File: src/rtl/dmem_port_arbiter_if.sv
// dmem_port_arbiter_if: pipeline, IO and data-memory signals of the dmem port arbiter
`timescale 1ns/1ps
interface dmem_port_arbiter_if #(parameter int AW = 32, parameter int DW = 32);
    logic          mem_read;
    logic          mem_write;
    logic [AW-1:0] addr;
    logic [DW-1:0] wdata;
    logic          stall;
    logic [DW-1:0] rdata;
    logic          io_req;
    logic          io_we;
    logic [AW-1:0] io_addr;
    logic [DW-1:0] io_wdata;
    logic          io_gnt;
    logic          io_ack;
    logic [DW-1:0] io_rdata;
    logic          dmem_en;
    logic          dmem_we;
    logic [AW-1:0] dmem_addr;
    logic [DW-1:0] dmem_wdata;
    logic [DW-1:0] dmem_rdata;
    modport slave (
        input  mem_read, mem_write, addr, wdata, io_req, io_we, io_addr, io_wdata, dmem_rdata,
        output stall, rdata, io_gnt, io_ack, io_rdata, dmem_en, dmem_we, dmem_addr, dmem_wdata
    );
    modport master (
        output mem_read, mem_write, addr, wdata, io_req, io_we, io_addr, io_wdata, dmem_rdata,
        input  stall, rdata, io_gnt, io_ack, io_rdata, dmem_en, dmem_we, dmem_addr, dmem_wdata
    );
endinterface

File: src/rtl/dmem_port_arbiter.sv
// dmem_port_arbiter: shares the single-port data memory between the MEM stage and the IO port; DMEM_ARB_RR_EN selects round-robin instead of fixed PIPE priority
`timescale 1ns/1ps
module dmem_port_arbiter #(
    parameter int AW          = 32,
    parameter int DW          = 32,
    parameter int WAIT_STATES = 2
) (
    input logic             clk,
    input logic             rst_n,
    dmem_port_arbiter_if.slave bus
);
    localparam int CW = WAIT_STATES > 1 ? $clog2(WAIT_STATES) : 1;
    typedef enum logic [1:0] {IDLE, BUSY, RESP} state_t;
    state_t        state, state_nx;
    logic          owner_io;
    logic [CW-1:0] cnt;
    logic          dmem_en, dmem_we, io_ack;
    logic [AW-1:0] dmem_addr;
    logic [DW-1:0] dmem_wdata, rdata, io_rdata;
    logic          pipe_req, launch, pick_io, done;
    assign pipe_req = bus.mem_read | bus.mem_write;
`ifdef DMEM_ARB_RR_EN
    logic last_io;
    assign pick_io = bus.io_req & (~pipe_req | ~last_io);
    // remember who won the last grant so a conflict goes to the other side
    always_ff @(posedge clk or negedge rst_n)
        if (!rst_n) last_io <= 1'b1;
        else if (launch) last_io <= pick_io;
`else
    assign pick_io = bus.io_req & ~pipe_req;
`endif
    // next-state: launch from IDLE, leave BUSY when the wait count expires, RESP lasts one cycle
    always_comb begin
        launch   = (state == IDLE) & (pipe_req | bus.io_req);
        done     = (state == BUSY) & (cnt == '0);
        state_nx = launch ? BUSY : done ? RESP : (state == RESP) ? IDLE : state;
    end
    // state register
    always_ff @(posedge clk or negedge rst_n)
        if (!rst_n) state <= IDLE;
        else state <= state_nx;
    // latch the winning request, count wait states and capture read data for its owner
    always_ff @(posedge clk or negedge rst_n)
        if (!rst_n) begin
            owner_io   <= 1'b0;
            cnt        <= '0;
            dmem_en    <= 1'b0;
            dmem_we    <= 1'b0;
            dmem_addr  <= '0;
            dmem_wdata <= '0;
            rdata      <= '0;
            io_rdata   <= '0;
            io_ack     <= 1'b0;
        end else begin
            if (launch) begin
                owner_io   <= pick_io;
                cnt        <= CW'(WAIT_STATES - 1);
                dmem_en    <= 1'b1;
                dmem_we    <= pick_io ? bus.io_we : bus.mem_write;
                dmem_addr  <= pick_io ? bus.io_addr : bus.addr;
                dmem_wdata <= pick_io ? bus.io_wdata : bus.wdata;
            end else if (state == BUSY) cnt <= cnt - CW'(1);
            if (done) begin
                dmem_en <= 1'b0;
                dmem_we <= 1'b0;
            end
            if (done & ~dmem_we & owner_io) io_rdata <= bus.dmem_rdata;
            if (done & ~dmem_we & ~owner_io) rdata <= bus.dmem_rdata;
            io_ack <= done & owner_io;
        end
    assign bus.stall      = pipe_req & ~((state == RESP) & ~owner_io);
    assign bus.io_gnt     = launch & pick_io;
    assign bus.io_ack     = io_ack;
    assign bus.rdata      = rdata;
    assign bus.io_rdata   = io_rdata;
    assign bus.dmem_en    = dmem_en;
    assign bus.dmem_we    = dmem_we;
    assign bus.dmem_addr  = dmem_addr;
    assign bus.dmem_wdata = dmem_wdata;
endmodule
File: src/flat_wrapper.sv
// flat-port wrapper written by rule: the top's interface ports become plain ports
module dmem_port_arbiter_flat 
#(
    parameter int AW          = 32,
    parameter int DW          = 32,
    parameter int WAIT_STATES = 2
)
  (clk, rst_n, bus_mem_read, bus_mem_write, bus_addr, bus_wdata, bus_io_req, bus_io_we, bus_io_addr, bus_io_wdata, bus_dmem_rdata, bus_stall, bus_rdata, bus_io_gnt, bus_io_ack, bus_io_rdata, bus_dmem_en, bus_dmem_we, bus_dmem_addr, bus_dmem_wdata);
  dmem_port_arbiter_if #(.AW(AW), .DW(DW)) bus_i ();
  input logic clk;
  input logic rst_n;
  input wire logic [$bits(bus_i.mem_read)-1:0] bus_mem_read;
  input wire logic [$bits(bus_i.mem_write)-1:0] bus_mem_write;
  input wire logic [$bits(bus_i.addr)-1:0] bus_addr;
  input wire logic [$bits(bus_i.wdata)-1:0] bus_wdata;
  input wire logic [$bits(bus_i.io_req)-1:0] bus_io_req;
  input wire logic [$bits(bus_i.io_we)-1:0] bus_io_we;
  input wire logic [$bits(bus_i.io_addr)-1:0] bus_io_addr;
  input wire logic [$bits(bus_i.io_wdata)-1:0] bus_io_wdata;
  input wire logic [$bits(bus_i.dmem_rdata)-1:0] bus_dmem_rdata;
  output wire logic [$bits(bus_i.stall)-1:0] bus_stall;
  output wire logic [$bits(bus_i.rdata)-1:0] bus_rdata;
  output wire logic [$bits(bus_i.io_gnt)-1:0] bus_io_gnt;
  output wire logic [$bits(bus_i.io_ack)-1:0] bus_io_ack;
  output wire logic [$bits(bus_i.io_rdata)-1:0] bus_io_rdata;
  output wire logic [$bits(bus_i.dmem_en)-1:0] bus_dmem_en;
  output wire logic [$bits(bus_i.dmem_we)-1:0] bus_dmem_we;
  output wire logic [$bits(bus_i.dmem_addr)-1:0] bus_dmem_addr;
  output wire logic [$bits(bus_i.dmem_wdata)-1:0] bus_dmem_wdata;
  assign bus_i.mem_read = bus_mem_read;
  assign bus_i.mem_write = bus_mem_write;
  assign bus_i.addr = bus_addr;
  assign bus_i.wdata = bus_wdata;
  assign bus_i.io_req = bus_io_req;
  assign bus_i.io_we = bus_io_we;
  assign bus_i.io_addr = bus_io_addr;
  assign bus_i.io_wdata = bus_io_wdata;
  assign bus_i.dmem_rdata = bus_dmem_rdata;
  assign bus_stall = bus_i.stall;
  assign bus_rdata = bus_i.rdata;
  assign bus_io_gnt = bus_i.io_gnt;
  assign bus_io_ack = bus_i.io_ack;
  assign bus_io_rdata = bus_i.io_rdata;
  assign bus_dmem_en = bus_i.dmem_en;
  assign bus_dmem_we = bus_i.dmem_we;
  assign bus_dmem_addr = bus_i.dmem_addr;
  assign bus_dmem_wdata = bus_i.dmem_wdata;
  dmem_port_arbiter #(.AW(AW), .DW(DW), .WAIT_STATES(WAIT_STATES)) u_core (.clk(clk), .rst_n(rst_n), .bus(bus_i));
endmodule
File: config.mk
export PLATFORM = sky130hd
export DESIGN_NAME = dmem_port_arbiter_flat
export DESIGN_NICKNAME = d
export VERILOG_FILES = /design/src/rtl/dmem_port_arbiter_if.sv /design/src/rtl/dmem_port_arbiter.sv /design/src/flat_wrapper.sv
export SDC_FILE = /design/constraint.sdc
export NUM_CORES = 1
export LEC_CHECK = 0
export CORE_AREA = 2 2 115 117
export DETAILED_ROUTE_END_ITERATION = 16
export DIE_AREA = 0 0 117 119
export DONT_BUFFER_PORTS = 1
export HOLD_SLACK_MARGIN = 0.1
export PLACE_DENSITY_LB_ADDON = 0.15
export SYNTH_ARGS = -nofsm -noshare
export SYNTH_HDL_FRONTEND = slang
export SYNTH_SLANG_ARGS = --single-unit
File: constraint.sdc
create_clock -name clk -period 2.1 [get_ports clk]
set_input_delay 0.42 -clock clk [delete_from_list [all_inputs] [get_ports clk]]
set_output_delay 0.42 -clock clk [all_outputs]
set_load 0.05 [all_outputs]
==> metrics <==
result of the run finished, violations left; violated checks negative hold slack; Crit path arrival time 1570 ps; clk buf depth 2; Worst setup EP type output port; R2R Setup Slk 120 ps; Clk pin slew, worst setup/hold paths 50 ps; CTS tree yes; HPWL Detailed 8.28 mm; share of the synthesized area in the top cell type 0.613; die area 13,900 um2; Resized cells post-CTS 0; Clock Skews 6.35 ps; initial core utilization 0.428; Final #Nets 555; RSZ-0062 raised after global routing no; CP Data Required Time 1680 ps; Via density 5.82; crit path launch u_core.state[0]; Tightest Pin Transition 541 ps; critical-path maximum fanout 8; Total GRT Usage 0.172; Worst path depth 4; wire length per cell 21.2 um; fmax 0.502 GHz; WL final 12.3 mm; setup TNS 0 ps; layout cells sized above 1 0.286; Seq/Total Area, Yosys 0.613; routed via count 3,365; global route total overflow 0; CP endpoint bus_io_gnt; Period minus WS final 1990 ps; Avg Inst Size Synth 14.1 um2; CTS sink cnt 135; CP Launch Type flop; diode count 0; Max transition margin 0.640; post-CTS setup buffer count 0; vias in the first global route 3,382; synthesized flop and latch total 135; CP max stage cell dfrtp_1; Syn. warnings 0; final hold vios 135; Clock Tree Root clkbuf_16; Die Ht 119 um; GP Congestion 0.725; Synth Cell Area 5510 um2; port bufs 0; Worst R2R End u_core.bus.rdata[14]; Max Slew Vio Count 0; CP bufs+invs 2; EDFF count, synth 0; FP Rows 42; H-Tree Depth 4; pin count of the biggest net entering global routing 136; Hold Crit Class primary input to async pin; area grow syn2layout 17.0%; FF-to-FF Start u_core.cnt; total core area 12,900 um2; asr flop ratio synth 1.00; Post-Synthesis Cells 392; period utilization 0.948; most common cell in the netlist dfrtp_1; Yosys cell types 27; insertion delay to the later sink of the worst-skew pair 410 ps; worst-path cell chain buf_4, or2_2, nor2_4, buf_12; Max Cap Viol 0; CP top delay family simple AND/OR/NAND/NOR gates; synth top area cells dfrtp_1, a2bb2oi_1, mux2_4, o22ai_1, mux2_2; hold slack -292 ps; ys flop type dfrtp_1; DR pass1 iterations 4; Setup-failing EPs final 0; chip width 117 um; largest area contributor in the netlist dfrtp_1; slowest stage delay, CP 370 ps; IO Pins 299; initial antenna violation count 0; critical path type flop to output port; CTS Buf Count 17; DRC viols 0; R2R cell count 4; DRT iter0 DRCs 179; syn_nets 558; Antenna Nets Post-Route 0; first-pass GRT wire length 18.4 mm; synth cell count leaders dfrtp_1, o22ai_1, a2bb2oi_1
layer usage:
layer | wire, um | GRT usage | share of wire
met2 | 6030 | 0.277 | 0.49
met3 | 1200 | 0.0626 | 0.098
met4 | 186 | 0.0684 | 0.015
met5 | 0 | 0 | 0
met1 | 4850 | 0.208 | 0.40
worst min-delay path by stage:
| stage | startpoint | end |
|---|---|---|
| global route | rst_n | u_core.bus.io_rdata[0] |
| global placement | rst_n | u_core.bus.rdata[4] |
| detailed placement | rst_n | u_core.bus.io_rdata[4] |
| finish | rst_n | u_core.bus.io_rdata[0] |
| floorplan | rst_n | u_core.bus.dmem_addr[0] |
| CTS | rst_n | u_core.bus.dmem_addr[4] |
registers in the layout, summed over array words and instances, names as in the netlist:
register	cells
u_core.bus.rdata	32
u_core.owner_io	1
u_core.bus.dmem_we	1
u_core.cnt	1
u_core.state	2
u_core.bus.io_ack	1
u_core.bus.io_rdata	32
u_core.bus.dmem_wdata	32
u_core.bus.dmem_addr	32
u_core.bus.dmem_en	1
final cells by class:
type | count | area (um2)
flip-flops and latches | 135 | 3380
repair buffers | 12 | 180
fillers | 1110 | 6430
clock buffers | 18 | 439
multi-input cells | 221 | 2000
well taps | 176 | 220
inverters | 2 | 7.51
clock inverters | 14 | 220
metrics by stage:
step | area [um2] | util | setup WS, ps | std cells | hold slack (ps)
3_5_place_dp | 5780 | 0.449 | 137 | 545 | 128
4_1_cts | 6440 | 0.500 | 84.8 | 577 | -311
2_1_floorplan | 5520 | - | 69.8 | 392 | 124
6_report | 6450 | 0.501 | 109 | 578 | -292
3_3_place_gp | 5780 | 0.449 | 163 | 545 | 127
5_1_grt | 6450 | 0.501 | 50.2 | 578 | -318
cell families (layout without fill, tap and decap cells):
logic type | Yosys count | in the layout | share of synthesized area
simple gates | 16 | 16 | 0.0182
mux | 64 | 64 | 0.151
flops | 135 | 135 | 0.613
compound gates | 141 | 141 | 0.188
buf+inv | 36 | 46 | 0.0295
cell usage in the layout, fill, tap and decap left out, types with 3 or more instances in the layout:
| cell type | count |
|---|---|
| buf_12 | 7 |
| clkinvlp_4 | 4 |
| dfrtp_1 | 135 |
| mux2_4 | 30 |
| nor2_4 | 3 |
| a21oi_1 | 6 |
| a2bb2oi_1 | 64 |
| clkbuf_16 | 17 |
| bufinv_16 | 5 |
| mux2_2 | 32 |
| buf_4 | 4 |
| o22ai_1 | 65 |
Power is not shown: default switching activity piles up to over one toggle a cycle in this logic, so the estimate is an artifact.
